$ cat config.mk
export PLATFORM = sky130hd
export DESIGN_NAME = pb_scan_ctrl
export DESIGN_NICKNAME = d
export VERILOG_FILES = /design/src/rtl/pb_pkg.sv /design/src/rtl/pb_tick_gen.sv /design/src/rtl/pb_scan_ctrl.sv
export SDC_FILE = /design/constraint.sdc
export NUM_CORES = 1
export LEC_CHECK = 0
export CORE_ASPECT_RATIO = 1.2
export CORE_MARGIN = 1.5
export CORE_UTILIZATION = 55
export DETAILED_ROUTE_END_ITERATION = 6
export PLACE_DENSITY_LB_ADDON = 0.2
export SYNTH_ARGS = -nofsm -noshare
export SYNTH_HDL_FRONTEND = slang
export SYNTH_SLANG_ARGS = --single-unit
export TNS_END_PERCENT = 5
$ cat constraint.sdc
create_clock -name clk -period 3.8 [get_ports clk]
set_input_delay 0.76 -clock clk [delete_from_list [all_inputs] [get_ports clk]]
set_output_delay 0.76 -clock clk [all_outputs]
set_load 0.01 [all_outputs]
$ cat src/rtl/pb_pkg.sv
// pb_pkg: shared types and default constants for the push-button scan
// controller and its timing helpers.
//   pb_state_e  : scan FSM state (idle, waiting for a tick / scanning buttons)
//   PB_CLK_DIV  : system clocks per 1 ms sample tick at 50 MHz
//   PB_HIST     : debounce history length in samples
//   PB_HOLD_MS  : debounced-high ticks before a long-press pulse
package pb_pkg;

  typedef enum logic {
    PB_IDLE = 1'b0,
    PB_SCAN = 1'b1
  } pb_state_e;

  localparam int PB_CLK_DIV = 50000;
  localparam int PB_HIST    = 8;
  localparam int PB_HOLD_MS = 500;

endpackage

$ cat src/rtl/pb_tick_gen.sv
// pb_tick_gen: free-running prescaler producing a one-cycle sample tick.
// The counter runs 0..CLK_DIV-1 and wraps; tick is high for the cycle in
// which the count sits at CLK_DIV-1.
//   clk   : system clock, rising edge
//   rst_n : asynchronous active-low reset, clears the count
//   tick  : one-cycle pulse every CLK_DIV clocks
module pb_tick_gen
  import pb_pkg::*;
#(
  parameter int CLK_DIV = PB_CLK_DIV
) (
  input  logic clk,
  input  logic rst_n,
  output logic tick
);

  localparam int            CW      = (CLK_DIV > 1) ? $clog2(CLK_DIV) : 1;
  localparam logic [CW-1:0] CNT_MAX = CW'(CLK_DIV - 1);

  logic [CW-1:0] cnt;

  always_ff @(posedge clk or negedge rst_n) begin
    if (!rst_n)              cnt <= '0;
    else if (cnt == CNT_MAX) cnt <= '0;
    else                     cnt <= cnt + 1'b1;
  end

  assign tick = (cnt == CNT_MAX);

endmodule

$ cat src/rtl/pb_scan_ctrl.sv
// pb_scan_ctrl: multi-button debounce controller. One shared history
// update is time-multiplexed across N_BTN buttons: each sample tick starts
// a scan that services button 0, 1, ... N_BTN-1 on consecutive clocks.
//   clk         : system clock, rising edge
//   rst_n       : asynchronous active-low reset
//   btn_in      : raw button inputs, asynchronous to clk
//   btn_level   : debounced level per button
//   btn_press   : one-cycle pulse on debounced 0->1
//   btn_release : one-cycle pulse on debounced 1->0
//   btn_hold    : one-cycle pulse after HOLD_MS debounced-high ticks
//   tick        : one-cycle sample tick, exported for downstream timing
module pb_scan_ctrl
  import pb_pkg::*;
#(
  parameter int N_BTN   = 4,
  parameter int CLK_DIV = PB_CLK_DIV,
  parameter int HIST    = PB_HIST,
  parameter int HOLD_MS = PB_HOLD_MS
) (
  input  logic             clk,
  input  logic             rst_n,
  input  logic [N_BTN-1:0] btn_in,
  output logic [N_BTN-1:0] btn_level,
  output logic [N_BTN-1:0] btn_press,
  output logic [N_BTN-1:0] btn_release,
  output logic [N_BTN-1:0] btn_hold,
  output logic             tick
);

  localparam int            IW       = (N_BTN > 1) ? $clog2(N_BTN) : 1;
  localparam int            HW       = $clog2(HOLD_MS + 1);
  localparam logic [IW-1:0] IDX_LAST = IW'(N_BTN - 1);
  localparam logic [HW-1:0] HOLD_MAX = HW'(HOLD_MS);

  // 2-flop synchroniser per button
  logic [N_BTN-1:0] sync_meta, sync_q;

  always_ff @(posedge clk or negedge rst_n) begin
    if (!rst_n) begin
      sync_meta <= '0;
      sync_q    <= '0;
    end else begin
      sync_meta <= btn_in;
      sync_q    <= sync_meta;
    end
  end

  pb_tick_gen #(.CLK_DIV(CLK_DIV)) u_tick (
    .clk   (clk),
    .rst_n (rst_n),
    .tick  (tick)
  );

  // ---------------- scan FSM ----------------
  pb_state_e     state, state_nx;
  logic [IW-1:0] idx, idx_nx;
  logic          svc;

  always_ff @(posedge clk or negedge rst_n) begin
    if (!rst_n) begin
      state <= PB_IDLE;
      idx   <= '0;
    end else begin
      state <= state_nx;
      idx   <= idx_nx;
    end
  end

  always_comb begin
    state_nx = state;
    idx_nx   = idx;
    case (state)
      PB_IDLE: if (tick) begin
        state_nx = PB_SCAN;
        idx_nx   = '0;
      end
      PB_SCAN: if (idx == IDX_LAST) begin
        state_nx = PB_IDLE;
        idx_nx   = '0;
      end else begin
        idx_nx = idx + 1'b1;
      end
      default: begin
        state_nx = PB_IDLE;
        idx_nx   = '0;
      end
    endcase
  end

  always_comb begin
    svc = 1'b0;
    if (state == PB_SCAN) svc = 1'b1;
  end

  // CLK_DIV > N_BTN+2 keeps every tick inside IDLE; a tick here would be lost.
  a_no_tick_in_scan: assert property (@(posedge clk) disable iff (!rst_n)
    !(state == PB_SCAN && tick));

  // ---------------- shared service datapath ----------------
  logic [N_BTN-1:0][HIST-1:0] hist;
  logic [N_BTN-1:0][HW-1:0]   hold_cnt;
  logic [HIST-1:0]            new_h;
  logic                       cur_lvl, new_lvl;
  logic [HW-1:0]              cur_cnt;

  // Level only moves on a unanimous history; mixed patterns hold it.
  always_comb begin
    new_h   = {hist[idx][HIST-2:0], sync_q[idx]};
    cur_lvl = btn_level[idx];
    cur_cnt = hold_cnt[idx];
    new_lvl = cur_lvl;
    if (&new_h)       new_lvl = 1'b1;
    else if (~|new_h) new_lvl = 1'b0;
  end

  always_ff @(posedge clk or negedge rst_n) begin
    if (!rst_n) begin
      hist        <= '0;
      hold_cnt    <= '0;
      btn_level   <= '0;
      btn_press   <= '0;
      btn_release <= '0;
      btn_hold    <= '0;
    end else begin
      // Pulses default low so only the serviced bit can be high.
      btn_press   <= '0;
      btn_release <= '0;
      btn_hold    <= '0;
      if (svc) begin
        hist[idx]        <= new_h;
        btn_level[idx]   <= new_lvl;
        btn_press[idx]   <= new_lvl & ~cur_lvl;
        btn_release[idx] <= ~new_lvl & cur_lvl;
        // Counter saturates at HOLD_MAX, so the hold pulse fires once
        // per high period and re-arms only through a clear on release.
        if (!new_lvl) begin
          hold_cnt[idx] <= '0;
        end else if (cur_cnt != HOLD_MAX) begin
          hold_cnt[idx] <= cur_cnt + 1'b1;
          btn_hold[idx] <= (cur_cnt == HOLD_MAX - 1'b1);
        end
      end
    end
  end

endmodule

# Word-level counts from Yosys, hierarchy flattened
# Index checks and enable logic that the tools add are counted.
# op_classes
add_sub_neg	3
n_reduce_logical	4
div_mod_pow	0
eq_ne	6
n_lt_le_gt_ge	2
shift	0
n_bitwise	10
n_mul	0
n_mux	34
# op_table
cell	count
$mux 36	2
$and 36x36->36	1
$bwmux 36	1
$not 36->36	1
$bwmux 32	1
$mux 4	5
$bmux 9 s2	1
$demux 9 s2	1
$mux 9	2
$add 16x1->16 const B	1
$bmux 8 s2	1
$demux 8 s2	1
$eq 16x16->1 const B	1
$mux 16	1
$and 4x4->4	3
$add 9x1->9 const B	1
$eq 9x9->1 const B	1
$ne 9x9->1 const B	1
$mux 1	8
$mux 8	1
$reduce_and 8->1	1
$reduce_or 8->1	1
$mux 7	1
$bmux 1 s2	2
15 further kinds	19
# word_totals
ramBits	0
out_inout_bits	17
rom_bits	0
ff_bits	111
mem_count	0
latch_bits	0

# Logic depth before layout (Yosys ltp)
# Gate-level depths: netlist of run 1.
# logic_depth
word_depth	9
mapped_depth	10
depth_no_buf	8

# Hierarchy
# Synthesis of run 1 repeated with hierarchy kept, for this count alone.
# hier_totals
hier_cells	476
hier_area_um2	5076.1
# by_module_without_submodules
module	area_per_inst_um2	seq_area_each_um2	cells_per_inst	instances
pb_scan_ctrl	4314.1	2277.2	409	1
pb_tick_gen	762.0	400.4	67	1

# Worst setup path after synthesis of run 1
# OpenSTA, ideal clock, no wires.
# synth_path
kind	register to register
from	register idx[0]
to	register hold_cnt[27] in the netlist's numbering
arrival_ns	2.449
n_path_buf	3
path_slack_ns	1.285
stages_incl_launch_ff	11
setup_time_ns	0.065
path_cell_list	dfrtp_1 > buf_6 > buf_6 > mux4_2 > inv_1 > ha_1 > nand4b_1 > or2_0 > buf_2 > o21ai_2 > a22o_1
# synth_between
elab_chain_cells	7
# synth_rtl
item	line	rtl
from (decl)	pb_scan_ctrl.sv:56	logic [IW-1:0] idx, idx_nx;
from (signal assigned)	pb_scan_ctrl.sv:65	idx <= idx_nx;
branches (longest 7 deep; another with $add 9x1->9)	--	
to (signal, indexed assignment)	pb_scan_ctrl.sv:139	hold_cnt[idx] <= cur_cnt + 1'b1;
to (decl)	pb_scan_ctrl.sv:101	logic [N_BTN-1:0][HW-1:0] hold_cnt;
# Parallel ways; which one is timed is not known. The select of a mux whose other input is x is not followed.
# A chain may end at the register's enable or synchronous reset.

# Worst setup path after layout of run 1
# layout_path
from	register u_tick.cnt[10]
to	output tick
# layout_between
elab_chain_cells	1
# layout_rtl
item	line	rtl
from (decl)	pb_tick_gen.sv:20	logic [CW-1:0] cnt;
from (signal assigned)	pb_tick_gen.sv:25	else cnt <= cnt + 1'b1;
$eq 16x16->1	pb_tick_gen.sv:28	assign tick = (cnt == CNT_MAX);
to (decl)	pb_scan_ctrl.sv:27	output logic tick
# No other way between the ends.

==> results.toml, run 1 <==
[setup_path]
crit_slowest_cell = "clkdlybuf4s50_1"
worstSetupEndpoint = "tick"
regToRegSetupSlack_ns = 0.65
critPathRequiredTime_ns = 3.04
crit_chain = "or3_1, nor4_1, nor3b_2, clkdlybuf4s50_1"
r2r_cells = 8
cp_data_arrival_time_ns = 2.43
worstReg2RegEnd = "hold_cnt[9]"
path_class = "flop to output port"
setup.worst_path.start = "u_tick.cnt[10]"
worst-path-max-fanout = 4
r2r_start = "idx[0]"
cp-start-kind = "flop"
max_stage_delay_ns = 0.58
end_kind = "output port"

[worst_hold_path]
holdCritPathClass = "flop to flop"

[timing]
rsz0062_at_grt = "false"
setup_tns_ns = 0
fmax_mhz = 313
hold_viol_final = 0
slew_viol_final = 0
setup-violations-final = 0
timing.slew.headroom_pct = 46.6
fin_crit_ns = 3.19
fin_crit_sh_pct = 84.0
finClkSkew_ns = 0.00979
worstMarginPinSlew_ns = 0.801

[die]
initial_core_util_pct = 57.3
die_y_um = 105
dieArea_um2 = 9160
core_area_um2 = 8240
num_rows = 36
die_w_um = 87.6
top_level_ports = 23

[placed_design]
gp_congestion = 0.875
io_buffers = 22
hpwlAfterDp_um = 6180

[power_and_ir_drop]
cellLeakagePower_nw = 2.31
ir_drop_mv = 0.262
powerDensity_nw_per_um2 = 350

[drt]
first_iter_violations = 209
drt-pass1-iter-count = 4
via_per_inst = 5.90
via_count = 2951
ant_nets = 0
drt-total-wl_um = 9360
post_drt_wl_per_cell_um = 18.7
drc = 0

[layout]
num_antenna_cells = 0
synthToLayoutAreaGrowth_pct = 10.8
drive_above_1_share_pct = 20.7
fin_util_pct = 63.5
fillers = 649
nNetsFinal = 394

[clocking]
cts.sinks = 107
cts_tree = "yes"
cts_made_buffers = 9
cts_setup_buffers = 0
clock-root-buffer = "clkbuf_8"
htreeDepth = 3
path_clk_slew_ns = 0.09
clk_latency_ns = 0.38
post_cts_resized = 0
cts_hold_buf = 0
cts_buffer_depth = 2

[global_routing]
grt_usage_pct = 23.5
grt_pass1_vias = 3126
grt_max_degree = 53
antenna_found_initial = 0
grt_pass1_wl_um = 16100
gr-total-overflow = 0

[yosys]
ys_ff_latch = 107
synth_area_leader_cell = "dfrtp_1"
synth.distinct_cells = 41
netlist_instances = 357
syn_area_um2 = 4730
syn_area_per_cell_um2 = 13.2
synthTopCellsByArea = "dfrtp_1 57%, mux4_2 8.1%, mux2_2 6.9%, o2bb2ai_1 3.3%, nor2_1 2.5%"
ys.flop_type = "dfrtp_1"
synth_fp_nets = 370
async_flop_share_pct = 100
synth_edf_count = 0
synth_top_area_share_pct = 56.6
yosysWarnings = 0
ys_seq_area_share_pct = 56.6

[run]
max-cap-violations = 0

[status]
status = "completed"
## cell type report
cell class              instances  area (um^2)  area share (%)
inverters                       7         26.3           0.502
well taps                     114          143            2.72
multi-input cells             225         1920            36.6
repair buffers                 31          285            5.45
flip-flops and latches        107         2680            51.1
clock inverters                 5         36.3           0.693
clock buffers                  11          151            2.89
## registers in the layout (all words and copies together), names as in the netlist
register,flops
sync_meta,4
btn_hold,4
idx,2
hold_cnt,36
btn_level,4
state,1
btn_release,4
u_tick.cnt,16
sync_q,4
btn_press,4
hist,28
## worst min-delay path by stage
| stage | startpoint | to | slack [ns] | cells after the start |
|---|---|---|---|---|
| after global routing | sync_meta[0] | sync_q[0] | 0.37 | 0 |
| after CTS | sync_meta[2] | sync_q[2] | 0.36 | 0 |
| after detailed placement | sync_meta[2] | sync_q[2] | 0.34 | 0 |
| after floorplan | sync_meta[0] | sync_q[0] | 0.33 | 0 |
| final | sync_meta[2] | sync_q[2] | 0.36 | 0 |
| after global placement | sync_meta[2] | sync_q[2] | 0.33 | 0 |
## through the flow
step / total power, mW / worst slack, ns / instances / hold slack [ns] / instance area [um^2]
CTS: 1.85 / 0.604 / 500 / 0.358 / 5240
detailed placement: 1.20 / 0.672 / 484 / 0.336 / 5050
global placement: 1.20 / 0.760 / 484 / 0.332 / 5050
global route: 1.90 / 0.438 / 500 / 0.370 / 5240
floorplan: 1.17 / 1.29 / 357 / 0.331 / 4730
finish: 1.83 / 0.609 / 500 / 0.355 / 5240
## cell usage in the layout, fill, tap and decap left out, types with 3 or more instances in the layout
cell type and n:
clkinvlp_4 3, nor3_1 8, xor2_1 9, mux2_2 29
mux4_2 17, o21ai_0 9, clkdlybuf4s50_1 21, a32o_1 11
or3_1 3, nor2_1 31, a21o_1 4, clkbuf_8 11
nand3_1 8, nand2b_1 3, buf_4 10, o2bb2ai_1 18
dfrtp_1 107, nand2_1 23, and2_1 3, ha_1 7
inv_1 7, xnor2_1 8, nand4_1 7, a22o_1 7
## critical path: cells and delay by family, from the launching register on
| kind | cells | cell delay [ns] |
|---|---|---|
| simple gates | 3 | 1.06 |
| buf+inv | 1 | 0.58 |
| flops | 1 | 0.42 |
## synth_stat cells, drive strengths merged (2+ instances only)
cell	n
dfrtp	107
nor2	31
mux2	29
nand2	23
mux4	18
o2bb2ai	18
o21ai	12
a32o	11
buf	9
clkbuf	9
xor2	9
nand3	8
nor3	8
xnor2	8
a22o	7
ha	7
inv	7
nand4	7
a21o	4
and2	3
nand2b	3
nor4	3
or3	3
a21oi	2
and3	2
or2	2
## power by group
group	total, mW	switching (mW)	internal, mW	leakage [nW]
registers	1.14	0.00101	1.14	1.46
clock network	0.659	0.384	0.275	0.0880
logic	0.0297	0.0232	0.00650	0.757
## routing by layer
| metal | up-vias | part of all wire [%] | global-route usage (%) |
|---|---|---|---|
| met5 | - | 0 | 0 |
| met4 | 0 | 2.0 | 10.2 |
| met3 | 16 | 3.0 | 4.27 |
| met2 | 61 | 52 | 37.0 |
| met1 | 1523 | 43 | 32.0 |
| li1 | 1351 | - | - |
## cells by family (layout without fill, tap and decap cells)
kind of cell             after synthesis  in the layout  share of synthesized area, %
adder cells (fa/ha/maj)                7              7                          1.85
multiplexers                          47             47                          15.6
AND/OR/NAND/NOR                       98             98                          10.1
flip-flops                           107            107                          56.6
buffers and inverters                 25             54                          2.81
AO/OA/AOI/OAI                         56             56                          9.93
XOR/XNOR                              17             17                          3.15
Power figures use the tool's default switching activity.
==> run 2, diff against run 1 <==
--- a/config.mk
+++ b/config.mk
@@ -7,7 +7,7 @@
 export LEC_CHECK = 0
 export CORE_ASPECT_RATIO = 1.2
 export CORE_MARGIN = 1.5
-export CORE_UTILIZATION = 55
+export CORE_UTILIZATION = 54
 export DETAILED_ROUTE_END_ITERATION = 6
 export PLACE_DENSITY_LB_ADDON = 0.2
 export SYNTH_ARGS = -nofsm -noshare
==> constraint.sdc (replaced) <==
create_clock -name clk -period 2.6 [get_ports clk]
set_input_delay 0.52 -clock clk [delete_from_list [all_inputs] [get_ports clk]]
set_output_delay 0.52 -clock clk [all_outputs]
set_load 0.01 [all_outputs]
==> run 2 against run 1 <==
  * Core utilization grew 0.96 points
  * Sequential share of layout area down 2.4 points
  * Non-clock buffer count grew 23
  * Clock power up 70%
  * Largest power group unchanged
==> results.toml, run 2 (synthesis results as in run 1) <==
[die]
top_level_ports = 23
initial_core_util_pct = 55.5
die_w_um = 88.4
dieArea_um2 = 9330
die_y_um = 105
core_area_um2 = 8520
num_rows = 37

[drt]
drt-total-wl_um = 9520
drc = 0
via_per_inst = 5.86
drt-pass1-iter-count = 4
ant_nets = 0
post_drt_wl_per_cell_um = 18.1
first_iter_violations = 236
via_count = 3081

[clocking]
cts_tree = "yes"
cts_setup_buffers = 0
cts_made_buffers = 9
cts.sinks = 107
cts_buffer_depth = 2
cts_hold_buf = 0
clk_latency_ns = 0.37
clock-root-buffer = "clkbuf_8"
htreeDepth = 3
path_clk_slew_ns = 0.10

[setup_path]
path_class = "flop to flop"
crit_chain = "buf_12, mux4_1, nor4_1, nand2_1, a21o_1, a21o_2, a22o_1"
critPathRequiredTime_ns = 2.85
max_stage_delay_ns = 0.59
worst-path-max-fanout = 11
end_kind = "flop"
cp-start-kind = "flop"
cp_data_arrival_time_ns = 2.77
crit_slowest_cell = "mux4_1"

[power_and_ir_drop]
power.total_mw = 2.84
ir_drop_mv = 0.533
powerDensity_nw_per_um2 = 517
cellLeakagePower_nw = 2.46

[global_routing]
grt_max_degree = 66
antenna_found_initial = 0
grt_pass1_wl_um = 15900
grt_pass1_vias = 3180
gr-total-overflow = 0
grt_usage_pct = 22.4

[timing]
worstMarginPinSlew_ns = 0.535
slew_viol_final = 0
rsz0062_at_grt = "true"
timing.slew.headroom_pct = 64.2
setup_tns_ns = 0
hold_viol_final = 0
fmax_mhz = 397
fin_crit_ns = 2.52
finClkSkew_ns = 0.0157
fin_crit_sh_pct = 96.9
setup-violations-final = 0
whs_ns = 0.0749

[placed_design]
io_buffers = 22
place_inst = 510
hpwlAfterDp_um = 6630
gp_congestion = 0.854

[layout]
fin_util_pct = 64.5
largest_reg_flops = 36
nNetsFinal = 417
finalNonFillerCells = 526
reg.largest.list = "hold_cnt x36, hist x28, u_tick.cnt x16"
num_antenna_cells = 0
drive_above_1_share_pct = 25.9
layout_common_cells = "107 x dfrtp_1, 31 x buf_4, 30 x nor2_1"
regMostFlops = "hold_cnt"
final_common_cell = "dfrtp_1"
synthToLayoutAreaGrowth_pct = 16.2

[run]
max-cap-violations = 0

[worst_hold_path]
holdCritPathClass = "input port to async pin"

[status]
status = "completed"
run 2: layout make-up:
type / count / area (um^2)
repair buffers: 54 / 482
well taps: 117 / 146
clock buffers: 10 / 128
fillers: 667 / 3030
inverters: 7 / 26.3
flip-flops and latches: 107 / 2680
clock inverters: 6 / 96.3
multi-input cells: 225 / 1940
run 2: path summary, 6_finish.rpt:
path,start,to,slack (ns),cells after the start
min in group clk,sync_meta[0],sync_q[0],0.36,0
max in group asynchronous,rst_n,hist[12],1.84,2
min,rst_n,hold_cnt[2],0.07,1
max reg2reg,idx[0],hold_cnt[26],0.08,7
min reg2reg,sync_meta[0],sync_q[0],0.36,0
max,idx[0],hold_cnt[26],0.08,7
run 2: routing by layer:
metal	share of wire (%)	GRT usage, %	vias to the layer above
met4	2.0	7.59	0
met3	4.1	4.23	15
li1	-	-	1396
met5	0	0	-
met2	50	36.0	77
met1	44	30.4	1593
run 2: through the flow:
stage                     cell area (um^2)  setup slack, ns
final                                 5490           0.0797
after global placement                5250           0.0873
after global routing                  5490          -0.0335
after CTS                             5480          0.00494
after floorplan                       4730           0.0854
after detailed placement              5250           0.0288
run 2: what timing repair did:
item | 4_1_cts | 5_1_grt
pin swaps | 0 | 1
setup endpoints to repair | 1 | 36
resized for setup | 2 | 5
endpoints found under the hold margin | 0 | 0
run 2: worst max-delay path, delay by kind of cell, from the launching register on:
family	cells	cell delay [ns]
flops	1	0.42
compound gates	3	0.76
mux	1	0.59
simple gates	2	0.47
buf+inv	1	0.17
run 2: power by group:
group | internal (mW) | switching [mW]
Sequential | 1.67 | 0.00147
Combinational | 0.0118 | 0.0353
Clock | 0.555 | 0.568
Total | 2.24 | 0.605
